File: src/rtl/spi_apb_master_fifo_if.sv
// rtl/spi_apb_master_fifo_if.sv - APB register-bus bundle for the SPI master
interface spi_apb_master_fifo_if;
  logic        Psel;
  logic        Penable;
  logic [31:0] Paddr;
  logic        Pwrite;
  logic [31:0] Pwdata;
  logic        Pready;
  logic [31:0] Prdata;

  modport master (output Psel, Penable, Paddr, Pwrite, Pwdata, input Pready, Prdata);
  modport slave  (input Psel, Penable, Paddr, Pwrite, Pwdata, output Pready, Prdata);
endinterface

File: src/rtl/spi_apb_master_fifo.sv
// rtl/spi_apb_master_fifo.sv - APB-programmable SPI master with TX/RX FIFOs
module spi_apb_master_fifo #(
  parameter int DATA_W     = 8,
  parameter int FIFO_DEPTH = 4,
  parameter int NUM_CS     = 2,
  parameter int DIV_W      = 8
) (
  input  logic                  Pclk,
  input  logic                  Preset,
  spi_apb_master_fifo_if.slave  apb,
  output logic [NUM_CS-1:0]     cs,
  output logic                  sclk,
  output logic                  mosi,
  input  logic                  miso
);
  localparam int AW   = $clog2(FIFO_DEPTH);
  localparam int CW   = AW + 1;
  localparam int CS_W = (NUM_CS > 1) ? $clog2(NUM_CS) : 1;
  localparam int TW   = $clog2(2 * DATA_W);
  localparam logic [31:0] CTRL_MASK = 32'hF | (((32'h1 << DIV_W) - 32'h1) << 8)
                                            | (((32'h1 << CS_W) - 32'h1) << 24);

  typedef enum logic [2:0] {IDLE, SETUP, XFER, HOLD, GAP} state_t;

  state_t               state_q, state_d;
  logic [31:0]          ctrl_q, ctrl_d;
  logic [DATA_W-1:0]    tx_mem_q [FIFO_DEPTH];
  logic [DATA_W-1:0]    tx_mem_d [FIFO_DEPTH];
  logic [DATA_W-1:0]    rx_mem_q [FIFO_DEPTH];
  logic [DATA_W-1:0]    rx_mem_d [FIFO_DEPTH];
  logic [AW-1:0]        tx_wp_q, tx_wp_d, tx_rp_q, tx_rp_d, rx_wp_q, rx_wp_d, rx_rp_q, rx_rp_d;
  logic [CW-1:0]        tx_cnt_q, tx_cnt_d, rx_cnt_q, rx_cnt_d;
  logic                 tx_ovf_q, tx_ovf_d, rx_ovf_q, rx_ovf_d;
  logic                 cpha_q, cpha_d, lsb_q, lsb_d;
  logic [DIV_W-1:0]     div_q, div_d, div_cnt_q, div_cnt_d;
  logic [TW-1:0]        tgl_cnt_q, tgl_cnt_d;
  logic [DATA_W-1:0]    tx_sh_q, tx_sh_d, rx_sh_q, rx_sh_d;
  logic [NUM_CS-1:0]    cs_q, cs_d;
  logic                 sclk_q, sclk_d, mosi_q, mosi_d;

  logic acc, wr, rd, tx_pop, tx_push, rx_pop, rx_push, half_end, sample_now;
  logic [DATA_W-1:0] tx_head;
  logic [31:0] status;
  logic unused_addr_bits;

  function automatic logic first_bit(input logic [DATA_W-1:0] v, input logic lsb);
    return lsb ? v[0] : v[DATA_W-1];
  endfunction

  function automatic logic [DATA_W-1:0] advance(input logic [DATA_W-1:0] v, input logic lsb);
    return lsb ? (v >> 1) : (v << 1);
  endfunction

  assign acc = apb.Psel & apb.Penable;
  assign wr  = acc & apb.Pwrite;
  assign rd  = acc & ~apb.Pwrite;
  assign unused_addr_bits = ^{apb.Paddr[31:4], apb.Paddr[1:0]};
  assign tx_head  = tx_mem_q[tx_rp_q];
  assign half_end = (div_cnt_q == div_q);
  assign status = {25'd0, rx_ovf_q, tx_ovf_q, state_q != IDLE,
                   rx_cnt_q == CW'(FIFO_DEPTH), rx_cnt_q == '0,
                   tx_cnt_q == CW'(FIFO_DEPTH), tx_cnt_q == '0};

  always_comb begin
    state_d = state_q;   ctrl_d = ctrl_q;
    tx_mem_d = tx_mem_q; rx_mem_d = rx_mem_q;
    tx_wp_d = tx_wp_q;   tx_rp_d = tx_rp_q;   rx_wp_d = rx_wp_q;   rx_rp_d = rx_rp_q;
    tx_cnt_d = tx_cnt_q; rx_cnt_d = rx_cnt_q;
    tx_ovf_d = tx_ovf_q; rx_ovf_d = rx_ovf_q;
    cpha_d = cpha_q;     lsb_d = lsb_q;       div_d = div_q;
    div_cnt_d = div_cnt_q; tgl_cnt_d = tgl_cnt_q;
    tx_sh_d = tx_sh_q;   rx_sh_d = rx_sh_q;
    cs_d = cs_q;         sclk_d = sclk_q;     mosi_d = mosi_q;
    tx_pop = 1'b0;       rx_push = 1'b0;      sample_now = 1'b0;

    case (state_q)
      IDLE: begin
        cs_d   = '1;
        sclk_d = ctrl_q[1];
        if (ctrl_q[2] && tx_cnt_q != '0) begin
          tx_pop    = 1'b1;
          cpha_d    = ctrl_q[0];
          sclk_d    = ctrl_q[1];
          lsb_d     = ctrl_q[3];
          div_d     = ctrl_q[8 +: DIV_W];
          cs_d      = ~(NUM_CS'(1) << ctrl_q[24 +: CS_W]);
          div_cnt_d = '0;
          state_d   = SETUP;
          // With CPHA=0 the first bit must be on mosi before the leading edge.
          if (!ctrl_q[0]) begin
            mosi_d  = first_bit(tx_head, ctrl_q[3]);
            tx_sh_d = advance(tx_head, ctrl_q[3]);
          end else begin
            tx_sh_d = tx_head;
          end
        end
      end
      default: begin
        if (!half_end) begin
          div_cnt_d = div_cnt_q + 1'b1;
        end else begin
          div_cnt_d = '0;
          case (state_q)
            SETUP: begin
              tgl_cnt_d = '0;
              state_d   = XFER;
            end
            XFER: begin
              sclk_d     = ~sclk_q;
              tgl_cnt_d  = tgl_cnt_q + 1'b1;
              sample_now = (~tgl_cnt_q[0]) != cpha_q;
              if (sample_now)
                rx_sh_d = lsb_q ? {miso, rx_sh_q[DATA_W-1:1]} : {rx_sh_q[DATA_W-2:0], miso};
              else if (tgl_cnt_q != TW'(2 * DATA_W - 1)) begin
                mosi_d  = first_bit(tx_sh_q, lsb_q);
                tx_sh_d = advance(tx_sh_q, lsb_q);
              end
              if (tgl_cnt_q == TW'(2 * DATA_W - 1)) state_d = HOLD;
            end
            HOLD: begin
              rx_push = 1'b1;
              cs_d    = '1;
              state_d = GAP;
            end
            default: state_d = IDLE;
          endcase
        end
      end
    endcase

    if (wr && apb.Paddr[3:2] == 2'd0) ctrl_d = apb.Pwdata & CTRL_MASK;
    if (wr && apb.Paddr[3:2] == 2'd1) begin
      if (apb.Pwdata[5]) tx_ovf_d = 1'b0;
      if (apb.Pwdata[6]) rx_ovf_d = 1'b0;
    end

    // A full FIFO still accepts a write on the edge where an entry leaves it.
    tx_push = wr && apb.Paddr[3:2] == 2'd2 && (tx_cnt_q != CW'(FIFO_DEPTH) || tx_pop);
    if (wr && apb.Paddr[3:2] == 2'd2 && !tx_push) tx_ovf_d = 1'b1;
    if (tx_push) begin
      tx_mem_d[tx_wp_q] = apb.Pwdata[DATA_W-1:0];
      tx_wp_d = tx_wp_q + 1'b1;
    end
    if (tx_pop) tx_rp_d = tx_rp_q + 1'b1;
    tx_cnt_d = tx_cnt_q + CW'(tx_push) - CW'(tx_pop);

    rx_pop = rd && apb.Paddr[3:2] == 2'd3 && rx_cnt_q != '0;
    if (rx_push) begin
      if (rx_cnt_q != CW'(FIFO_DEPTH) || rx_pop) begin
        rx_mem_d[rx_wp_q] = rx_sh_q;
        rx_wp_d = rx_wp_q + 1'b1;
      end else begin
        rx_push  = 1'b0;
        rx_ovf_d = 1'b1;
      end
    end
    if (rx_pop) rx_rp_d = rx_rp_q + 1'b1;
    rx_cnt_d = rx_cnt_q + CW'(rx_push) - CW'(rx_pop);
  end

  always_comb begin
    apb.Prdata = '0;
    if (rd) begin
      case (apb.Paddr[3:2])
        2'd0:    apb.Prdata = ctrl_q;
        2'd1:    apb.Prdata = status;
        2'd3:    apb.Prdata = (rx_cnt_q != '0) ? 32'(rx_mem_q[rx_rp_q]) : 32'd0;
        default: apb.Prdata = '0;
      endcase
    end
  end

  assign apb.Pready = acc;
  assign cs   = cs_q;
  assign sclk = sclk_q;
  assign mosi = mosi_q;

  always_ff @(posedge Pclk) begin
    tx_mem_q <= tx_mem_d;
    rx_mem_q <= rx_mem_d;
  end

  always_ff @(posedge Pclk) begin
    if (Preset) begin
      state_q <= IDLE;   ctrl_q <= '0;
      tx_wp_q <= '0;     tx_rp_q <= '0;     rx_wp_q <= '0;     rx_rp_q <= '0;
      tx_cnt_q <= '0;    rx_cnt_q <= '0;    tx_ovf_q <= 1'b0;  rx_ovf_q <= 1'b0;
      cpha_q <= 1'b0;    lsb_q <= 1'b0;     div_q <= '0;
      div_cnt_q <= '0;   tgl_cnt_q <= '0;   tx_sh_q <= '0;     rx_sh_q <= '0;
      cs_q <= '1;        sclk_q <= 1'b0;    mosi_q <= 1'b0;
    end else begin
      state_q <= state_d;   ctrl_q <= ctrl_d;
      tx_wp_q <= tx_wp_d;   tx_rp_q <= tx_rp_d;   rx_wp_q <= rx_wp_d;   rx_rp_q <= rx_rp_d;
      tx_cnt_q <= tx_cnt_d; rx_cnt_q <= rx_cnt_d; tx_ovf_q <= tx_ovf_d; rx_ovf_q <= rx_ovf_d;
      cpha_q <= cpha_d;     lsb_q <= lsb_d;       div_q <= div_d;
      div_cnt_q <= div_cnt_d; tgl_cnt_q <= tgl_cnt_d; tx_sh_q <= tx_sh_d; rx_sh_q <= rx_sh_d;
      cs_q <= cs_d;         sclk_q <= sclk_d;     mosi_q <= mosi_d;
    end
  end
endmodule

File: src/flat_wrapper.sv
// flat-port wrapper written by rule: the top's interface ports become plain ports
module spi_apb_master_fifo_flat 
#(
  parameter int DATA_W     = 8,
  parameter int FIFO_DEPTH = 4,
  parameter int NUM_CS     = 2,
  parameter int DIV_W      = 8
)
  (Pclk, Preset, cs, sclk, mosi, miso, apb_Psel, apb_Penable, apb_Paddr, apb_Pwrite, apb_Pwdata, apb_Pready, apb_Prdata);
  spi_apb_master_fifo_if apb_i ();
  input  logic Pclk;
  input  logic Preset;
  output logic [NUM_CS-1:0] cs;
  output logic sclk;
  output logic mosi;
  input  logic miso;
  input wire logic [$bits(apb_i.Psel)-1:0] apb_Psel;
  input wire logic [$bits(apb_i.Penable)-1:0] apb_Penable;
  input wire logic [$bits(apb_i.Paddr)-1:0] apb_Paddr;
  input wire logic [$bits(apb_i.Pwrite)-1:0] apb_Pwrite;
  input wire logic [$bits(apb_i.Pwdata)-1:0] apb_Pwdata;
  output wire logic [$bits(apb_i.Pready)-1:0] apb_Pready;
  output wire logic [$bits(apb_i.Prdata)-1:0] apb_Prdata;
  assign apb_i.Psel = apb_Psel;
  assign apb_i.Penable = apb_Penable;
  assign apb_i.Paddr = apb_Paddr;
  assign apb_i.Pwrite = apb_Pwrite;
  assign apb_i.Pwdata = apb_Pwdata;
  assign apb_Pready = apb_i.Pready;
  assign apb_Prdata = apb_i.Prdata;
  spi_apb_master_fifo #(.DATA_W(DATA_W), .FIFO_DEPTH(FIFO_DEPTH), .NUM_CS(NUM_CS), .DIV_W(DIV_W)) u_core (.Pclk(Pclk), .Preset(Preset), .apb(apb_i), .cs(cs), .sclk(sclk), .mosi(mosi), .miso(miso));
endmodule
File: config.mk
export PLATFORM = sky130hd
export DESIGN_NAME = spi_apb_master_fifo_flat
export DESIGN_NICKNAME = d
export VERILOG_FILES = /design/src/rtl/spi_apb_master_fifo_if.sv /design/src/rtl/spi_apb_master_fifo.sv /design/src/flat_wrapper.sv
export SDC_FILE = /design/constraint.sdc
export NUM_CORES = 1
export LEC_CHECK = 0
export ABC_CLOCK_PERIOD_IN_PS = 2600
export CAP_MARGIN = 10
export CELL_PAD_IN_SITES_DETAIL_PLACEMENT = 0
export CELL_PAD_IN_SITES_GLOBAL_PLACEMENT = 2
export CORE_MARGIN = 5
export CORE_UTILIZATION = 31
export DETAILED_ROUTE_END_ITERATION = 16
export GPL_TIMING_DRIVEN = 0
export HOLD_SLACK_MARGIN = 0.03
export PLACE_DENSITY_LB_ADDON = 0.1
export SKIP_CTS_REPAIR_TIMING = 1
export SLEW_MARGIN = 20
export SYNTH_ARGS = -nofsm -noshare
export SYNTH_HDL_FRONTEND = slang
export SYNTH_SLANG_ARGS = --single-unit
File: constraint.sdc
create_clock -name Pclk -period 2.6 [get_ports Pclk]
set_clock_uncertainty 0.05 [all_clocks]
set_input_delay 0.39 -clock Pclk [delete_from_list [all_inputs] [get_ports Pclk]]
set_output_delay 0.39 -clock Pclk [all_outputs]
set_load 0.005 [all_outputs]
==> impl_results.md, run 1 <==
* Clock power frac at 50.4%
* Largest net degree at the start of global routing at 17
* Max-Cap Viols at 0
* Cell area power density at 595 nW/um2
* Setup Viol. Count Final at 0
* Final wirelength at 17600 um
* Max-slew violation count at 0
* Initial antenna violation count at 0
* Average size of a mapped cell at 11.0 um2
* Initial DRT Pass Iterations at 4
* Max stage delay cell, worst path: or3_4
* Row Count at 52
* CTS max path bufs at 2
* Crit path max fanout at 10
* FILL cells at 1951
* Worst setup startpoint: u_core.state_q[0]$_SDFFE_PP0P_
* Endpoints failing hold at 0
* Period utilization at 99.7%
* H-tree depth at 4
* Critical path endpoint category: output pin
* Gpl congestion at 0.811
* Syn Inst Count at 589
* Crit path DAT at 2.15 ns
* GRT Util Overall at 14.8%
* Crit path launch type: register
* HP Start: u_core.ctrl_q[8]$_SDFFE_PP0P_
* Fmax at 386 MHz
* P_leak at 3.16 nW
* Flops & latches, synth at 138
* Outcome: finished clean
* # clock sinks at 138
* Tmin final at 2.59 ns
* Total number of vias at 4670
* Vias in the first global route at 4709
* Chip Width at 154 um
* Placement Cell Area at 7300 um2
* Unrepaired setup endpoints after global routing: yes
* Switching fraction of total power at 23.0%
* Die Ht at 154 um
* Num CTS Buffers at 17
* CTS tree: done
* Antenna fix cells at 0
* Predominant post-synthesis flop cell: dfxtp_1
* Area grow syn2layout at 28.4%
* Global-route wire length before repair at 26900 um
* Number of flops mapped to enable cells by yosys at 64
* Fin Hold WS at 0.420 ns
* Maximum ir drop on the vdd rail at 0.423 mV
* Switching power at 1.14 mW
* FF+latch area at 3410 um2
* Fin nets at 769
* RR Startpoint: u_core.tx_cnt_q[0]$_SDFF_PP0_
* Effective utilization at floorplan at 31.7%
* Crit-path max cell delay at 0.45 ns
* Clock latency on the worst-skew pair at 0.42 ns
* Routed len/inst at 18.3 um
* IO Port Bufs at 44
* Worst slew pin tran at 0.769 ns
* Combinational power share at 3.6%
* Commonest non-fill, non-tap cells in the layout: dfxtp_1 (68), edfxtp_1 (64), nand2_1 (60), a21oi_1 (49), nor2_1 (44)
* Asr flop ratio synth at 0%
* Critical-path cell list: or3_4 -> buf_6 -> a22oi_2 -> nor2_1 -> clkdlybuf4s50_1
* Synth unique cells at 53
* Die area at 23800 um2
* Req. time, crit path at 2.16 ns
* Placeable Area at 20400 um2
* DP Wirelength at 12600 um
* Boundary Pins at 107
* Antenna Nets Post-Route at 0
* Synthesized area at 6450 um2
* Sequential share of power at 46.1%
* Rel. slew slack at 48.7%
* Design area at 8290 um2
* Worst-path clk slew at 0.07 ns
* Remaining DRCs at 0
* Pint at 3.79 mW
* Share of layout cells above drive strength 1 at 20.8%
* Sequential fraction of the synthesis area at 52.7%
* Yosys warns at 0
* CTS root buffer: clkbuf_16
* Vias per cell at 4.83
* Crit Path Class: register to output pin
* Commonest non-fill, non-tap cell in the layout: dfxtp_1
* Area of the multi-input gates at 2940 um2
* First DRT Iteration DRCs at 216
* HP Class: register to register
* Global route total overflow at 0
path summary, 6_finish.rpt:
kind | endpoint | slack (ns) | cells after the start
max | apb_Prdata[4] | 0.009 | 5
min | u_core.ctrl_q[8]$_SDFFE_PP0P_ | 0.42 | 2
max reg2reg | u_core.tx_cnt_q[2]$_SDFF_PP0_ | 0.10 | 12
min reg2reg | u_core.ctrl_q[8]$_SDFFE_PP0P_ | 0.42 | 2
kinds of logic (layout without fill, tap and decap cells):
group | after synthesis | in the layout | share of synthesized area (%)
AOI/OAI and AO/OA | 109 | 109 | 10.0
xor gates and xnor gates | 21 | 21 | 2.85
adders and majority gates | 16 | 16 | 3.33
buffers and inverters | 63 | 156 | 4.65
DFF | 138 | 138 | 52.7
muxes | 53 | 53 | 11.6
other | 1 | 15 | 0.0581
and+or+nand+nor | 188 | 188 | 14.7
power by group through the flow:
stage	combinational (mW)	sequential, mW	clock, mW
CTS	0.163	2.27	2.53
floorplan	0.0823	2.32	0
global placement	0.161	2.32	0
global route	0.192	2.27	2.64
finish	0.176	2.27	2.48
detailed placement	0.162	2.32	0
per-stage QoR:
step	cells	setup TNS (ns)	setup WS, ns	utilization (%)	total power, mW
6_report	966	0	0.00905	40.7	4.93
5_1_grt	966	-0.0524	-0.0524	40.7	5.10
4_1_cts	949	-17.50	-0.799	38.8	4.96
3_5_place_dp	917	-19.62	-0.642	35.8	2.48
3_3_place_gp	917	-21.21	-0.730	35.8	2.48
2_1_floorplan	603	0	0.0659	-	2.40
area by class of cell:
cell class	instances	area share, %
sequential	138	41.2
multi-input combinational	402	35.4
timing repair buffer	65	8.15
clock buffer	17	5.13
tap	270	4.08
buffer	43	3.14
clock inverter	15	2.13
inverter	16	0.725
state kept, by name, summed over array words and instances (netlist names), 2 cells and up:
signal and cells:
u_core.cs 2, u_core.ctrl_q 13, u_core.div_cnt_q 8, u_core.div_q 8
u_core.rx_cnt_q 3, u_core.rx_mem_q 32, u_core.rx_rp_q 2, u_core.rx_sh_q 8
u_core.rx_wp_q 2, u_core.state_q 3, u_core.tgl_cnt_q 4, u_core.tx_cnt_q 3
u_core.tx_mem_q 32, u_core.tx_rp_q 2, u_core.tx_sh_q 8, u_core.tx_wp_q 2
metal layers:
metal,vias up,track usage [%],wire length [um]
met5,-,0,0
met4,0,4.46,233
met3,13,3.27,570
met2,77,25.4,8880
met1,2293,18.6,7970
li1,2287,-,-
synthesized netlist by cell type (2+ instances only):
cell | instances | area, um2
a211oi_1 | 2 | 15.0
a21oi_1 | 53 | 265
a221o_1 | 2 | 20.0
a22oi_1 | 4 | 30.0
a31oi_1 | 11 | 68.8
a32o_1 | 3 | 30.0
a32oi_1 | 3 | 26.3
and2_1 | 21 | 131
buf_1 | 5 | 18.8
buf_2 | 6 | 30.0
buf_4 | 15 | 113
clkbuf_1 | 21 | 78.8
dfxtp_1 | 74 | 1480
edfxtp_1 | 64 | 1920
fa_1 | 2 | 40.0
ha_1 | 14 | 175
inv_1 | 16 | 60.1
mux2_2 | 15 | 169
mux2i_1 | 22 | 220
mux4_2 | 16 | 360
nand2_1 | 61 | 229
nand3_1 | 14 | 70.1
nand3b_1 | 4 | 30.0
nand4_1 | 5 | 31.3
nor2_1 | 45 | 169
nor2b_1 | 7 | 43.8
nor3_1 | 8 | 40.0
nor3b_1 | 4 | 30.0
nor4_1 | 2 | 12.5
nor4_4 | 2 | 42.5
o21ai_0 | 17 | 85.1
o22ai_1 | 6 | 37.5
o31ai_1 | 2 | 15.0
or3_1 | 3 | 18.8
or4_1 | 3 | 22.5
xnor2_1 | 10 | 87.6
xor2_1 | 11 | 96.3
critical path, delay by kind of cell (launching register included):
family | cells | cell delay (ns)
flip-flops | 1 | 0.38
AND/OR/NAND/NOR | 2 | 0.52
AO/OA/AOI/OAI | 1 | 0.21
buffers and inverters | 2 | 0.63
Power figures use the tool's default switching activity.
==> run 2: changes to the inputs <==
- GPL_ROUTABILITY_DRIVEN: not set -> 1
==> results of run 2 <==
No change in the layout: final DEF, timing and power equal those of run 1.
==> run 3: changes to the inputs <==
- ABC_CLOCK_PERIOD_IN_PS: 2600 -> 2520
- CORE_UTILIZATION: 31 -> 35
- clock period: 2.6 -> 2.52 ns (I/O delays scaled with it)
==> impl_results.md, run 3 (synthesis gave the netlist of run 1 again) <==
* Outcome: finished clean
* Die area at 21300 um2 (-11%)
* HP Class: register to register
* Remaining DRCs at 0 (unchanged)
* Switching fraction of total power at 23.2% (+0.16 points)
* Chip Width at 146 um (-5.5%)
* Tot Pwr at 4.94 mW (+0.30%)
* Design area at 8200 um2 (-1.1%)
* Gpl congestion at 0.779 (-3.9%)
* Rel. slew slack at 50.0% (+1.3 points)
* Vias in the first global route at 4720 (+0.23%)
* Crit path DAT at 2.73 ns (+0.58 ns)
* Period utilization at 99.0%
* Worst slew pin tran at 0.750 ns (-0.0193 ns)
* Clock power frac at 49.0% (-1.4 points)
* Unrepaired setup endpoints after global routing: yes
* Worst-path clk slew at 0.06 ns (about the same)
* CTS max path bufs at 2 (unchanged)
* P_leak at 3.25 nW (+2.7%)
* Sequential share of power at 47.4% (+1.3 points)
* Largest registers: u_core.rx_mem_q (32), u_core.tx_mem_q (32), u_core.ctrl_q (13)
* Antenna fix cells at 0 (unchanged)
* Core Util, Final at 45.3% (+4.6 points)
* Pint at 3.80 mW (about the same)
* Share of layout cells above drive strength 1 at 20.8% (-0.024 points)
* Endpoints failing hold at 0 (unchanged)
* Fmax at 401 MHz
* Crit Path Class: register to register
* Vias per cell at 5.13 (+6.1%)
* Placeable Area at 18100 um2 (-11%)
* Crit path max fanout at 10 (unchanged)
* GRT Util Overall at 16.3% (+1.6 points)
* Die Ht at 146 um (-5.5%)
* Crit path launch type: register
* Final wirelength at 17200 um (-2.5%)
* Global route total overflow at 0 (unchanged)
* Largest net degree at the start of global routing at 17 (unchanged)
* CTS tree: done
* H-tree depth at 4 (unchanged)
* Setup Viol. Count Final at 0 (unchanged)
* First DRT Iteration DRCs at 270 (+25%)
* CTS root buffer: clkbuf_16
* Cell area power density at 603 nW/um2 (+1.4%)
* Tmin final at 2.49 ns
* Routed len/inst at 18.7 um (+2.2%)
* Fin nets at 765 (-0.52%)
* Pre-CTS WS at -0.773 ns (-0.131 ns)
* Combinational power share at 3.6% (about the same)
* Req. time, crit path at 2.75 ns (+0.59 ns)
* Antenna Nets Post-Route at 0 (unchanged)
* Switching power at 1.15 mW (+1.0%)
* Initial antenna violation count at 0 (unchanged)
* Boundary Pins at 107 (unchanged)
* Area grow syn2layout at 27.0%
* Global-route wire length before repair at 27000 um (+0.36%)
* Total number of vias at 4724 (+1.2%)
* Effective utilization at floorplan at 35.7% (+4.0 points)
* Max-slew violation count at 0 (unchanged)
* Placement Cell Area at 7240 um2 (-0.77%)
* Commonest non-fill, non-tap cell in the layout: dfxtp_1
* # clock sinks at 138 (unchanged)
* Setup WS post-layout at 0.0259 ns (+0.0168 ns)
* Maximum ir drop on the vdd rail at 0.475 mV (+12%)
* DP Wirelength at 12200 um (-3.9%)
* Clock latency on the worst-skew pair at 0.43 ns (about the same)
* Commonest non-fill, non-tap cells in the layout: dfxtp_1 (65), edfxtp_1 (64), nand2_1 (60), a21oi_1 (51), nor2_1 (45)
* Row Count at 49 (-5.8%)
* Max-Cap Viols at 0 (unchanged)
* Num CTS Buffers at 17 (unchanged)
* Critical path endpoint category: register
* Initial DRT Pass Iterations at 4 (unchanged)
* IO Port Bufs at 44 (unchanged)
==> run 3: layout make-up <==
cell class                      count  area (um2)
Clock buffer                       18         429
Multi-Input combinational cell    402        2970
Sequential cell                   138        3420
Fill cell                        1714        9890
Buffer                             43         260
Tap cell                          229         287
Clock inverter                     14         136
Timing Repair Buffer               61         636
Inverter                           16        62.6
==> run 3: through the flow <==
step                      instances  hold WS, ns  TNS, ns
after CTS                       908        0.422   -20.37
after detailed placement        876        0.413   -25.06
final                           921        0.423        0
after global routing            921        0.450   -0.136
after global placement          876        0.415   -24.96
after floorplan                 603        0.390        0
==> run 3: power by group through the flow <==
stage | logic [mW] | clock network (mW) | registers (mW)
2_1_floorplan | 0.0849 | 0 | 2.39
3_3_place_gp | 0.166 | 0 | 2.39
3_5_place_dp | 0.167 | 0 | 2.39
4_1_cts | 0.167 | 2.48 | 2.34
5_1_grt | 0.195 | 2.59 | 2.34
6_report | 0.179 | 2.42 | 2.34
==> run 3: final timing paths <==
kind,start,endpoint,cells past startpoint,slack (ns)
worst min-delay path,u_core.ctrl_q[13]$_SDFFE_PP0P_,u_core.ctrl_q[13]$_SDFFE_PP0P_,2,0.42
worst min register to register,u_core.ctrl_q[13]$_SDFFE_PP0P_,u_core.ctrl_q[13]$_SDFFE_PP0P_,2,0.42
worst max register to register,u_core.tx_cnt_q[2]$_SDFF_PP0_,u_core.tx_cnt_q[2]$_SDFF_PP0_,12,0.03
worst max-delay path,u_core.tx_cnt_q[2]$_SDFF_PP0_,u_core.tx_cnt_q[2]$_SDFF_PP0_,12,0.03
==> run 3: critical path, stage by stage (launching register included) <==
cell and delay, ns:
dfxtp_1 0.36, o31a_1 0.35, nand2_2 0.13, inv_4 0.07, buf_6 0.14, ha_1 0.28
inv_1 0.06, ha_1 0.14, inv_1 0.05, fa_1 0.37, xor2_1 0.16, xnor2_1 0.15
nor2_1 0.05
==> run 3: layer usage <==
metal	track usage, %	up-vias	share of wire [%]
met5	0	-	0
met4	6.17	0	1.7
met3	3.33	20	4.1
met2	25.8	84	47
met1	22.2	2340	47
li1	-	2280	-
